$ cat src/rtl/rsp_test_tone_gen_pkg.sv
// Shared constants for the stepped-sine test source: quantized tone tables,
// sequencer state encodings and tone_sel codes.
package rsp_test_tone_gen_pkg;

    localparam int TONE_W = 16;

    // 8-step sine table; -32768 is the raw 16-bit minimum, not a negated 32767
    localparam logic signed [TONE_W-1:0] SIN8_0 = 16'sd0;
    localparam logic signed [TONE_W-1:0] SIN8_1 = 16'sd23170;
    localparam logic signed [TONE_W-1:0] SIN8_2 = 16'sd32767;
    localparam logic signed [TONE_W-1:0] SIN8_3 = 16'sd23170;
    localparam logic signed [TONE_W-1:0] SIN8_4 = 16'sd0;
    localparam logic signed [TONE_W-1:0] SIN8_5 = 16'(-23170);
    localparam logic signed [TONE_W-1:0] SIN8_6 = 16'h8000;
    localparam logic signed [TONE_W-1:0] SIN8_7 = 16'(-23170);

    localparam logic signed [TONE_W-1:0] SQ4_0 = 16'sd0;
    localparam logic signed [TONE_W-1:0] SQ4_1 = 16'sd32767;
    localparam logic signed [TONE_W-1:0] SQ4_2 = 16'sd0;
    localparam logic signed [TONE_W-1:0] SQ4_3 = 16'h8000;

    typedef enum logic [2:0] {
        ST_IDLE   = 3'd0,
        ST_SETTLE = 3'd1,
        ST_TONE_A = 3'd2,
        ST_TONE_B = 3'd3,
        ST_TONE_C = 3'd4
    } seq_state_e;

    localparam logic [1:0] SEL_IDLE = 2'd0;
    localparam logic [1:0] SEL_A    = 2'd1;
    localparam logic [1:0] SEL_B    = 2'd2;
    localparam logic [1:0] SEL_C    = 2'd3;

    function automatic logic [TONE_W-1:0] tone_lookup(input logic is8, input logic [2:0] idx);
        logic [TONE_W-1:0] v;
        v = '0;
        if (is8) begin
            case (idx)
                3'd0: v = SIN8_0;
                3'd1: v = SIN8_1;
                3'd2: v = SIN8_2;
                3'd3: v = SIN8_3;
                3'd4: v = SIN8_4;
                3'd5: v = SIN8_5;
                3'd6: v = SIN8_6;
                default: v = SIN8_7;
            endcase
        end else begin
            case (idx[1:0])
                2'd0: v = SQ4_0;
                2'd1: v = SQ4_1;
                2'd2: v = SQ4_2;
                default: v = SQ4_3;
            endcase
        end
        return v;
    endfunction

endpackage

$ cat src/rtl/rsp_test_tone_gen_step_tone.sv
// Free-running step generator: advances its table index every hold+1 cycles
// and presents the quantized tone value for the current step.
module rsp_step_tone
    import rsp_test_tone_gen_pkg::*;
#(
    parameter int NSTEPS = 8,
    parameter int HOLD_W = 10
) (
    input  logic              clk,
    input  logic              reset,
    input  logic              restart,
    input  logic [HOLD_W-1:0] hold,
    output logic [TONE_W-1:0] value
);
    localparam int STEP_W = $clog2(NSTEPS);

    logic [STEP_W-1:0] step_q, step_d;
    logic [HOLD_W-1:0] cnt_q, cnt_d;

    // >= (not ==) so a hold lowered below the running count advances at once
    always_comb begin
        step_d = step_q;
        cnt_d  = cnt_q;
        if (restart) begin
            step_d = '0;
            cnt_d  = '0;
        end else if (cnt_q >= hold) begin
            cnt_d  = '0;
            step_d = step_q + STEP_W'(1);
        end else begin
            cnt_d  = cnt_q + HOLD_W'(1);
        end
    end

    always_ff @(posedge clk or posedge reset) begin
        if (reset) begin
            step_q <= '0;
            cnt_q  <= '0;
        end else begin
            step_q <= step_d;
            cnt_q  <= cnt_d;
        end
    end

    assign value = tone_lookup(NSTEPS == 8, 3'(step_q));

endmodule

$ cat src/rtl/rsp_test_tone_gen.sv
// Stepped-sine stimulus source: after start plays settle, tone A, tone B,
// then tone C forever, driving a registered signed sample stream.
module rsp_test_tone_gen
    import rsp_test_tone_gen_pkg::*;
#(
    parameter int DATA_W   = 16,
    parameter int HOLD_W   = 10,
    parameter int SEQ_W    = 13,
    parameter int SEG0_END = 15,
    parameter int SEG1_END = 990,
    parameter int SEG2_END = 1500
) (
    input  logic              clk,
    input  logic              reset,
    input  logic              start,
    input  logic [HOLD_W-1:0] hold_a,
    input  logic [HOLD_W-1:0] hold_b,
    input  logic [HOLD_W-1:0] hold_c,
    output logic [DATA_W-1:0] out,
    output logic              out_valid,
    output logic [1:0]        tone_sel,
    output logic              busy
);
    localparam logic [SEQ_W-1:0] SEQ_MAX = '1;

    logic [SEQ_W-1:0]  seq_cnt_q, seq_cnt_d;
    seq_state_e        state_q, state_d;
    logic              busy_q, busy_d;
    logic [DATA_W-1:0] out_q, out_d;
    logic              vld_q, vld_d;
    logic [1:0]        sel_q, sel_d;
    logic [TONE_W-1:0] val_a, val_b, val_c;

    rsp_step_tone #(.NSTEPS(8), .HOLD_W(HOLD_W)) u_tone_a (
        .clk(clk), .reset(reset), .restart(start), .hold(hold_a), .value(val_a));
    rsp_step_tone #(.NSTEPS(8), .HOLD_W(HOLD_W)) u_tone_b (
        .clk(clk), .reset(reset), .restart(start), .hold(hold_b), .value(val_b));
    rsp_step_tone #(.NSTEPS(4), .HOLD_W(HOLD_W)) u_tone_c (
        .clk(clk), .reset(reset), .restart(start), .hold(hold_c), .value(val_c));

    function automatic seq_state_e seg_decode(input logic [SEQ_W-1:0] cnt);
        if (cnt < SEQ_W'(SEG0_END))      return ST_SETTLE;
        else if (cnt < SEQ_W'(SEG1_END)) return ST_TONE_A;
        else if (cnt < SEQ_W'(SEG2_END)) return ST_TONE_B;
        else                             return ST_TONE_C;
    endfunction

    always_ff @(posedge clk or posedge reset) begin
        if (reset) begin
            seq_cnt_q <= '0;
            state_q   <= ST_IDLE;
            busy_q    <= 1'b0;
            out_q     <= '0;
            vld_q     <= 1'b0;
            sel_q     <= SEL_IDLE;
        end else begin
            seq_cnt_q <= seq_cnt_d;
            state_q   <= state_d;
            busy_q    <= busy_d;
            out_q     <= out_d;
            vld_q     <= vld_d;
            sel_q     <= sel_d;
        end
    end

    // Schedule counter saturates so TONE_C can never fall back to SETTLE
    always_comb begin
        seq_cnt_d = seq_cnt_q;
        busy_d    = busy_q;
        state_d   = state_q;
        if (start) begin
            seq_cnt_d = '0;
            busy_d    = 1'b1;
            state_d   = ST_SETTLE;
        end else if (state_q != ST_IDLE) begin
            if (seq_cnt_q != SEQ_MAX) seq_cnt_d = seq_cnt_q + SEQ_W'(1);
            state_d = seg_decode(seq_cnt_d);
        end
    end

    // A restart forces settle values on its own edge rather than one late sample
    always_comb begin
        out_d = '0;
        vld_d = 1'b0;
        sel_d = SEL_IDLE;
        if (!start) begin
            case (state_q)
                ST_TONE_A: begin out_d = DATA_W'($signed(val_a)); vld_d = 1'b1; sel_d = SEL_A; end
                ST_TONE_B: begin out_d = DATA_W'($signed(val_b)); vld_d = 1'b1; sel_d = SEL_B; end
                ST_TONE_C: begin out_d = DATA_W'($signed(val_c)); vld_d = 1'b1; sel_d = SEL_C; end
                default: ;
            endcase
        end
    end

    assign out       = out_q;
    assign out_valid = vld_q;
    assign tone_sel  = sel_q;
    assign busy      = busy_q;

endmodule

$ cat config.mk
export PLATFORM = sky130hd
export DESIGN_NAME = rsp_test_tone_gen
export DESIGN_NICKNAME = d
export VERILOG_FILES = /design/src/rtl/rsp_test_tone_gen_pkg.sv /design/src/rtl/rsp_test_tone_gen_step_tone.sv /design/src/rtl/rsp_test_tone_gen.sv
export SDC_FILE = /design/constraint.sdc
export NUM_CORES = 1
export LEC_CHECK = 0
export CORE_MARGIN = 4
export CORE_UTILIZATION = 50
export CTS_CLUSTER_DIAMETER = 200
export CTS_CLUSTER_SIZE = 12
export DETAILED_ROUTE_END_ITERATION = 16
export PLACE_DENSITY = 0.8
export SYNTH_ARGS = -nofsm -noshare
export SYNTH_HDL_FRONTEND = slang
export SYNTH_SLANG_ARGS = --single-unit
$ cat constraint.sdc
create_clock -name clk -period 3.5 [get_ports clk]
set_input_delay 0.525 -clock clk [delete_from_list [all_inputs] [get_ports clk]]
set_output_delay 0.525 -clock clk [all_outputs]
set_load 0.05 [all_outputs]
# Word-level counts from Yosys, hierarchy flattened

Index checks and enable logic that the tools add are counted.

Register bits after elaboration: 74
Input bits: 33
Output and inout bits: 20
Logic and storage cells: 86

Mux-type cells: 31
Add/subtract/negate cells: 7
Reductions and logical operators: 14
Equal/unequal tests: 16
$lt $le $gt $ge: 6

Operators with widths:

| kind                  | count |
|---|---|
| $pmux 16 s4           | 2 |
| $mux 13               | 5 |
| $mux 10               | 6 |
| $pmux 16 s3           | 1 |
| $pmux 16 s2           | 1 |
| $add 10x1->10 const B | 3 |
| $ge 10x10->1          | 3 |
| $mux 3                | 9 |
| $eq 3x2->1 const B    | 6 |
| $mux 16               | 1 |
| $eq 3x3->1 const B    | 5 |
| $add 13x1->13 const B | 1 |
| $lt 13x10->1 const B  | 1 |
| $lt 13x11->1 const B  | 1 |
| $lt 13x4->1 const B   | 1 |
| $ne 13x13->1 const B  | 1 |
| $reduce_or 2->1       | 5 |
| $reduce_bool 2->1     | 4 |
| $add 3x1->3 const B   | 2 |
| $eq 3x1->1 const B    | 2 |
| $logic_not 3->1       | 2 |
| $mux 2                | 3 |
| $pmux 2 s3            | 1 |
| $reduce_bool 3->1     | 1 |
| 6 further kinds       | 7 |

# Logic depth before layout (Yosys ltp)

Gate-level depths: netlist of the first run.

Word-level depth: 10
Mapped depth: 10
Mapped depth without buffers: 9

# Cells and area by module

From an unflattened synthesis of the first run, not the netlist that was laid out.

Cells, all modules: 572
Area, all modules: 5096.1 sq um

Modules (own cells, without submodules):

| module                       | cells an instance | sequential area each (sq um) | area each (sq um) | times used |
|---|---|---|---|---|
| rsp_step_tone (u_tone_a ...) | 114               | 325.3                        | 1044.8            | 2 |
| rsp_test_tone_gen            | 243               | 900.9                        | 2072.0            | 1 |
| rsp_step_tone (u_tone_c)     | 101               | 300.3                        | 934.6             | 1 |

# Least setup slack after synthesis of the first run

OpenSTA, ideal clock, no wires.

Path type: input -> register
Start: in hold_a[5]
End: reg u_tone_a.cnt_q[2]
Arrival time: 2260 ps
Stages on the path: 9
Data required time: 3428 ps
Buffers on the path: 1
Library setup time: 72 ps
Path slack: 1168 ps
Path through: inv_1 > ha_1 > a2111o_1 > a31oi_1 > o21ai_0 > a221o_1 > nand2b_1 > clkbuf_1 > nor2_1

Longest elaborated chain between the ends: 3

Ends and longest elaborated chain:

| what                  | RTL line                          | source |
|---|---|---|
| from (decl)           | rsp_test_tone_gen.sv:16           | `input logic [HOLD_W-1:0] hold_a,` |
| $ge 10x10->1          | rsp_test_tone_gen_step_tone.sv:27 | `end else if (cnt_q >= hold) begin` |
| $mux 10               | rsp_test_tone_gen_step_tone.sv:27 |  |
| $mux 10               | rsp_test_tone_gen_step_tone.sv:24 | `if (restart) begin` |
| net u_tone_a.cnt_d[2] | rsp_test_tone_gen_step_tone.sv:18 | `logic [HOLD_W-1:0] cnt_q, cnt_d;` |
| to (signal assigned)  | rsp_test_tone_gen_step_tone.sv:41 | `cnt_q <= cnt_d;` |
| to (decl)             | rsp_test_tone_gen_step_tone.sv:18 |  |

The timed path passes the listed nets, and every way through them passes these cells.
A chain may end at the register's enable or synchronous reset.

# Worst setup path after layout of the first run

Start: in hold_a[5]
End: reg u_tone_a.cnt_q[6]

The elaborated chain is that of the path after synthesis.

==> impl_metrics.py, run 1 <==
metrics = {
    "clock_tree": {
        "cts.reportedPaths.clkPinSlew_ns": 0.07,
        "cts.sinks": 63,
        "clockRootBuffer": "clkbuf_8",
        "clk_path_buf_depth": 2,
        "cts_max_level": 3,
        "clk_latency_ns": 0.32,
        "cts_tree": "done",
        "hold_buffers": 0,
        "numCtsBuffers": 9,
        "cts-resized-gates": 0,
        "postCtsSetupBuffers": 0,
    },
    "floorplanning": {
        "coreArea_um2": 8220,
        "die_area_um2": 10000,
        "io_pins": 53,
        "start_util_pct": 51.6,
        "num_rows": 33,
        "chipWidth_um": 100,
        "fp.dieH_um": 100,
    },
    "synthesis": {
        "synthSimpleGateAreaFrac_pct": 18.9,
        "netlist_instances": 467,
        "synth_xor_area_share_pct": 7.03,
        "synth_top_family_by_area": "simple AND/OR/NAND/NOR gates",
        "syn_avg_cell_area_um2": 9.07,
        "synthDistinctLibCells": 54,
        "syn-cell-area_um2": 4240,
        "async_flop_share_pct": 100,
        "muxShareOfSynthArea_pct": 2.95,
        "synth_edf_count": 0,
        "yosysSeqAreaShare_pct": 37.2,
        "synth_flop_cell": "dfrtp_1",
        "yosys.area_share.adder_pct": 13.6,
        "synth_compound_area_share_pct": 12.7,
        "ys_seq_elements": 63,
        "syn-num-nets": 546,
        "synth_warnings": 0,
    },
    "critical_path": {
        "critPathBufInv": 2,
        "cpPeakStageDelay_ns": 0.46,
        "r2r_setup_slack_ns": 0.96,
        "critPathKind": "input port to flop",
        "crit_path_end_kind": "flop",
        "cpLargestDelayFamily": "compound AO/OA/AOI/OAI gates",
        "cpMaxStageDelayCell": "clkdlybuf4s50_1",
        "worst_ep_arrival_time_ns": 2.90,
        "crit_chain": "clkdlybuf4s50_1 > inv_1 > ha_1 > a2111o_1 > a31oi_1 > o21ai_0 > a221o_1 > nand2b_1 > nor2_1",
        "required_ns": 3.75,
        "start_kind": "input port",
        "crit_fanout": 10,
    },
    "sta": {
        "final_max_slew_viol_count": 0,
        "min_period_ns": 2.65,
        "max_freq_mhz": 377,
        "finalSetupTns_ns": 0,
        "slew-limit-headroom_pct": 48.7,
        "finalCritPeriodShare_pct": 75.8,
        "rsz0062_at_grt": "no",
        "worst_pin_slew_ns": 0.770,
        "finClkSkew_ns": 0.00917,
        "hold_viol": 0,
        "finalSetupViolations": 0,
    },
    "route": {
        "dr.first_iter.drc_count": 154,
        "routed_wl_um": 8060,
        "dr.pass1.iters": 5,
        "drc": 0,
        "viasPerCell": 5.38,
        "wl_per_cell_um": 13.1,
        "postRouteAntennaNets": 0,
        "num_vias": 3311,
    },
    "run": {
        "maxCapViolCount": 0,
    },
    "placement": {
        "routabilityCongestion": 0.850,
        "dp_hpwl_um": 6070,
        "io_buffers": 52,
    },
    "cells_and_area": {
        "drive_gt1_share_pct": 6.07,
        "finalNetCount": 585,
        "antennaDiodeCount": 0,
        "layout_commonest_cell": "dfrtp_1",
        "layout_common_cells": "dfrtp_1, nor2_1, clkdlybuf4s50_1",
        "fin_util_pct": 60.3,
        "area_delta_synth_final_pct": 16.9,
    },
    "global_route": {
        "grt_pass1_vias": 3372,
        "antenna_found_initial": 0,
        "track_usage_pct": 17.7,
        "grt_pass1_wl_um": 14700,
        "grt_max_degree": 64,
        "gr-total-overflow": 0,
    },
    "status": {
        "status": "finished, final reports clean",
    },
    "power_and_ir_drop": {
        "p_per_area_nw_per_um2": 315,
        "power_leakage_uw": 0.00237,
        "ir_drop_mv": 0.183,
    },
    "min_path": {
        "hold_class": "flop to flop",
    },
}
-- routing by layer --
layer,wire length (um),share of wire [%],GRT usage [%]
met1,3640,45,23.5
met5,0,0,0
met2,3980,49,28.9
met4,59,0.73,6.01
met3,380,4.7,3.41
-- power by group --
part / switching, uW / internal (uW) / leakage (uW) / total, uW
sequential: 25.8 / 747 / 0.000857 / 773
clock: 263 / 345 / 0.000100 / 608
combinational: 88.9 / 91.5 / 0.00142 / 180
total: 377 / 1180 / 0.00237 / 1560
-- kinds of logic (layout without fill, tap and decap cells) --
kind of cell               count (synthesis)  after routing
and+or+nand+nor                          167            167
AOI/OAI and AO/OA                         73             73
buffers and inverters                     72            116
DFF                                       63             63
adders and majority gates                 46             46
xor gates and xnor gates                  34             34
muxes                                     12             12
-- worst register-to-register path, cell delays in order (launching register included) --
cell and delay (ns):
dfrtp_1 0.49, ha_1 0.35, nand2_1 0.24, nor4_1 0.49, mux2i_1 0.34, nand4b_1 0.19
o221a_1 0.18, o31ai_2 0.16
-- cell usage after synthesis, drive strengths merged, types with 5 or more instances --
cell type	n	area share [%]
a21o	5	0.89
a21oi	17	2.0
a31oi	5	0.74
and3	6	0.89
buf	16	2.6
clkbuf	12	1.1
dfrtp	63	37
ha	46	14
inv	44	3.9
mux2i	8	1.9
nand2	36	3.2
nand2b	7	1.0
nand3	22	2.6
nor2	61	5.4
nor3	10	1.3
o21ai	13	1.5
or3	5	0.74
xnor2	15	3.1
xor2	19	3.9
-- sequential cells by signal, indices dropped and copies added (netlist names) --
signal and count:
tone_sel 2, u_tone_a.step_q 3, out 5, u_tone_b.cnt_q 10
u_tone_a.cnt_q 10, out_valid 1, u_tone_b.step_q 3, u_tone_c.step_q 2
seq_cnt_q 13, u_tone_c.cnt_q 10, busy 1, state_q 3
-- layout make-up --
class / count / area [um^2]
inverter: 44 / 165
clock buffer: 12 / 145
timing repair buffer: 56 / 551
multi-input combinational: 332 / 2340
fill: 692 / 3260
clock inverter: 4 / 45.0
sequential: 63 / 1580
tap: 105 / 131
-- metrics by stage --
stage / area, um^2 / power (uW) / worst slack [ns] / hold WS (ns) / instances
2_1_floorplan: 4240 / 897 / 1.17 / 0.467 / 467
3_3_place_gp: 4760 / 958 / 0.609 / 0.482 / 600
3_5_place_dp: 4760 / 968 / 0.508 / 0.481 / 600
4_1_cts: 4950 / 1580 / 0.847 / 0.503 / 616
5_1_grt: 4950 / 1650 / 0.674 / 0.504 / 616
6_report: 4950 / 1560 / 0.848 / 0.488 / 616
-- final timing paths --
kind / cells after the start / startpoint / end
max: 9 / hold_a[5] / u_tone_a.cnt_q[6]
min: 1 / busy / busy
max reg2reg: 7 / seq_cnt_q[0] / state_q[0]
min reg2reg: 1 / busy / busy
max in group asynchronous: 3 / reset / tone_sel[1]
min in group asynchronous: 3 / reset / u_tone_a.cnt_q[0]
Note: power is estimated with default switching activity, not from simulation.
==> run 2: changes to the inputs <==
Clock period 3.5 ns to 2.7 ns, I/O delays scaled along.
==> impl_metrics.py, run 2 (synthesis results as in run 1) <==
metrics = {
    "cells_and_area": {
        "postLayoutCellArea_um2": 5050,
        "antennaDiodeCount": 0,
        "finalNetCount": 587,
        "fillers": 647,
        "seq_area_um2": 1580,
        "largest_register_ffs": 13,
        "regMostFlops": "seq_cnt_q",
        "fin_cells": 618,
        "layout_common_cells": "dfrtp_1, nor2_1, clkdlybuf4s50_1",
        "multiInputGateArea_um2": 2350,
        "layout_commonest_cell": "dfrtp_1",
        "area_delta_synth_final_pct": 19.3,
        "drive_gt1_share_pct": 7.21,
        "fin_util_pct": 61.5,
    },
    "clock_tree": {
        "clk_path_buf_depth": 2,
        "cts.reportedPaths.clkPinSlew_ns": 0.08,
        "cts.sinks": 63,
        "clk_latency_ns": 0.34,
        "clockRootBuffer": "clkbuf_8",
        "hold_buffers": 0,
        "cts-resized-gates": 0,
        "numCtsBuffers": 9,
        "cts_tree": "done",
        "postCtsSetupBuffers": 0,
        "cts_max_level": 3,
    },
    "global_route": {
        "antenna_found_initial": 0,
        "grt_pass1_wl_um": 14900,
        "use_met3_pct": 3.47,
        "gr-total-overflow": 0,
        "track_usage_pct": 18.2,
        "grt_pass1_vias": 3301,
        "grt.met2_usage_pct": 30.2,
        "grt_busiest_layer": "met2",
        "met1_usage_pct": 23.4,
        "grt_max_degree": 41,
    },
    "route": {
        "dr.pass1.iters": 4,
        "viasPerCell": 5.49,
        "wl_per_cell_um": 13.7,
        "dr.first_iter.drc_count": 227,
        "routed_wl_um": 8470,
        "num_vias": 3390,
        "postRouteAntennaNets": 0,
        "drc": 0,
    },
    "placement": {
        "pre_cts_ws_ns": -0.111,
        "place_inst": 602,
        "routabilityCongestion": 0.885,
        "placed_area_um2": 4790,
        "io_buffers": 52,
        "dp_hpwl_um": 6290,
    },
    "critical_path": {
        "crit_chain": "clkdlybuf4s50_1 > inv_1 > ha_1 > a2111o_1 > a31oi_1 > o21ai_0 > a221o_1 > nand2b_1 > nor2_1",
        "critPathKind": "input port to flop",
        "cpPeakStageDelay_ns": 0.46,
        "cpMaxStageDelayCell": "clkdlybuf4s50_1",
        "required_ns": 2.96,
        "crit_path_end_kind": "flop",
        "crit_fanout": 10,
        "worst_ep_arrival_time_ns": 2.76,
        "start_kind": "input port",
    },
    "min_path": {
        "hold_class": "input port to asynchronous set/reset pin",
    },
    "sta": {
        "worst_pin_slew_ns": 0.538,
        "finalCritPeriodShare_pct": 92.6,
        "finClkSkew_ns": 0.00979,
        "max_freq_mhz": 400,
        "slew-limit-headroom_pct": 64.1,
        "min_period_ns": 2.50,
        "finalSetupViolations": 0,
        "rsz0062_at_grt": "no",
        "final_max_slew_viol_count": 0,
        "hold_viol": 0,
        "fin_hold_ws_ns": 0.416,
        "setup_ws_ns": 0.201,
    },
    "floorplanning": {
        "coreArea_um2": 8220,
        "num_rows": 33,
        "fp.dieH_um": 100,
        "die_area_um2": 10000,
        "io_pins": 53,
        "chipWidth_um": 100,
        "start_util_pct": 51.6,
    },
    "status": {
        "status": "finished, final reports clean",
    },
    "run": {
        "maxCapViolCount": 0,
    },
    "power_and_ir_drop": {
        "ir_drop_mv": 0.329,
        "p_per_area_nw_per_um2": 448,
        "power_leakage_uw": 0.00242,
    },
}
-- run 2: path summary, 6_finish.rpt --
check,startpoint,to,slack (ns),depth (start not counted)
hold / removal,reset,u_tone_c.cnt_q[1],0.42,2
setup reg to reg,seq_cnt_q[0],state_q[0],0.20,8
hold reg to reg,busy,busy,0.49,1
setup / recovery,hold_a[5],u_tone_a.cnt_q[7],0.20,9
max in group asynchronous,reset,seq_cnt_q[3],1.68,3
min in group clk,busy,busy,0.49,1
-- run 2: report_power, final --
part	total (uW)	leakage (uW)	internal, uW	switching, uW
combinational	238	0.00144	121	117
clock	1030	0.000123	643	383
sequential	1000	0.000857	968	34.3
total	2270	0.00242	1730	534
-- run 2: through the flow --
| stage | power (uW) | setup TNS [ns] |
|---|---|---|
| 2_1_floorplan | 1160 | 0 |
| 4_1_cts | 2280 | 0 |
| 3_3_place_gp | 1240 | 0 |
| 5_1_grt | 2360 | 0 |
| 6_report | 2270 | 0 |
| 3_5_place_dp | 1260 | -1.55 |
-- run 2: cell type report --
class | count | share of cell area [%]
Inverter | 44 | 3.27
Multi-Input combinational cell | 332 | 46.5
Clock inverter | 6 | 2.28
Clock buffer | 10 | 2.72
Sequential cell | 63 | 31.2
Timing Repair Buffer | 58 | 11.4
Tap cell | 105 | 2.60
-- run 2: critical path: cells and delay by family --
kind | cells | cell delay (ns)
fa+ha+maj | 1 | 0.32
buf+inv | 2 | 0.50
compound gates | 4 | 1.00
simple gates | 2 | 0.53
-- run 2: routing by layer --
layer | vias up | part of all wire [%] | wire length (um)
met4 | 0 | 1.7 | 146
li1 | 1668 | - | -
met2 | 101 | 48 | 4070
met5 | - | 0 | 0
met3 | 15 | 5.6 | 474
met1 | 1606 | 45 | 3780
==> run 3: changes to the inputs <==
Settings changed: PLACE_DENSITY 0.8 to 0.73.
==> impl_metrics.py, run 3 (synthesis results as in run 1) <==
metrics = {
    "cells_and_area": {
        "postLayoutCellArea_um2": 5010,
        "finalNetCount": 589,
        "regMostFlops": "seq_cnt_q",
        "layout_common_cells": "dfrtp_1, nor2_1, clkdlybuf4s50_1",
        "area_delta_synth_final_pct": 18.3,
        "fin_util_pct": 61.0,
        "layout_commonest_cell": "dfrtp_1",
        "drive_gt1_share_pct": 6.99,
        "antennaDiodeCount": 0,
        "largest_register_ffs": 13,
    },
    "critical_path": {
        "required_ns": 2.96,
        "worst_ep_arrival_time_ns": 2.67,
        "critPathKind": "input port to flop",
        "crit_path_end_kind": "flop",
        "crit_fanout": 10,
        "start_kind": "input port",
    },
    "clock_tree": {
        "cts-resized-gates": 0,
        "postCtsSetupBuffers": 0,
        "hold_buffers": 0,
        "cts.reportedPaths.clkPinSlew_ns": 0.07,
        "cts.sinks": 63,
        "clk_path_buf_depth": 2,
        "cts_max_level": 3,
        "numCtsBuffers": 9,
        "clockRootBuffer": "clkbuf_8",
        "clk_latency_ns": 0.34,
        "cts_tree": "done",
    },
    "sta": {
        "min_period_ns": 2.41,
        "finalCritPeriodShare_pct": 89.3,
        "finClkSkew_ns": 0.00937,
        "setup_ws_ns": 0.288,
        "finalSetupViolations": 0,
        "finalSetupTns_ns": 0,
        "rsz0062_at_grt": "no",
        "max_freq_mhz": 415,
        "hold_viol": 0,
        "slew-limit-headroom_pct": 63.8,
        "worst_pin_slew_ns": 0.542,
        "final_max_slew_viol_count": 0,
    },
    "global_route": {
        "antenna_found_initial": 0,
        "gr-total-overflow": 0,
        "grt_max_degree": 41,
        "track_usage_pct": 17.1,
        "grt_pass1_vias": 3157,
        "grt_pass1_wl_um": 13900,
    },
    "floorplanning": {
        "chipWidth_um": 100,
        "die_area_um2": 10000,
        "io_pins": 53,
        "fp.dieH_um": 100,
        "coreArea_um2": 8220,
        "num_rows": 33,
        "start_util_pct": 51.6,
    },
    "route": {
        "drc": 0,
        "drt-met1-wl_um": 3890,
        "dr_wl_met3_um": 347,
        "dr.pass1.iters": 4,
        "wl_met2_um": 3730,
        "routed_wl_um": 8070,
        "dr.max_layer_used": "met4",
        "viasPerCell": 5.25,
        "num_vias": 3252,
        "postRouteAntennaNets": 0,
        "wl_per_cell_um": 13.0,
        "dr.first_iter.drc_count": 95,
    },
    "placement": {
        "pre_cts_ws_ns": -0.0676,
        "dp_hpwl_um": 6000,
        "io_buffers": 52,
        "routabilityCongestion": 0.846,
        "placed_area_um2": 4800,
    },
    "power_and_ir_drop": {
        "p_total_uw": 2090,
        "p_per_area_nw_per_um2": 417,
        "power_leakage_uw": 0.00241,
        "ir_drop_mv": 0.214,
    },
    "status": {
        "status": "finished, final reports clean",
    },
    "run": {
        "maxCapViolCount": 0,
    },
    "min_path": {
        "hold_class": "input port to asynchronous set/reset pin",
    },
}
## run 3: cell types whose count changed in the layout (fill, tap and decap cells not counted), moves of 2 or more
cell	change
buf_4	+2
clkbuf_8	+2
clkinv_2	+2
bufinv_16	-2
## run 3: final timing paths
check / from / end / slack [ns] / depth (start not counted)
worst max-delay path: hold_c[5] / u_tone_c.cnt_q[6] / 0.29 / 9
worst min-delay path: reset / u_tone_b.cnt_q[0] / 0.43 / 2
worst max register to register: seq_cnt_q[0] / state_q[0] / 0.31 / 7
worst min register to register: busy / busy / 0.49 / 1
max in group asynchronous: reset / out[0] / 1.68 / 3
min in group clk: busy / busy / 0.49 / 1
## run 3: area by class of cell
type	instances	area, um^2
Tap cell	105	131
Clock buffer	13	169
Fill cell	712	3200
Inverter	44	165
Clock inverter	3	40.0
Sequential cell	63	1580
Multi-Input combinational cell	332	2340
Timing Repair Buffer	60	593
## run 3: stage by stage
stage,hold slack [ns],cells
finish,0.430,620
global route,0.481,620
CTS,0.432,620
detailed placement,0.479,604
global placement,0.483,604
floorplan,0.467,467
## run 3: metal layers
metal / vias up / global-route usage [%]
met5: - / 0
li1: 1669 / -
met2: 66 / 28.4
met4: 0 / 7.56
met3: 8 / 2.78
met1: 1509 / 22.1
## run 3: power by group
part	internal [uW]	switching (uW)	total, uW
registers	968	33.7	1000
clock network	499	353	853
logic	122	116	238
## run 3: critical path: stages
cell and delay, ns:
clkdlybuf4s50_1 0.45, inv_1 0.04, ha_1 0.32, a2111o_1 0.41
a31oi_1 0.13, o21ai_0 0.10, a221o_1 0.32, nand2b_1 0.30
nor2_1 0.19
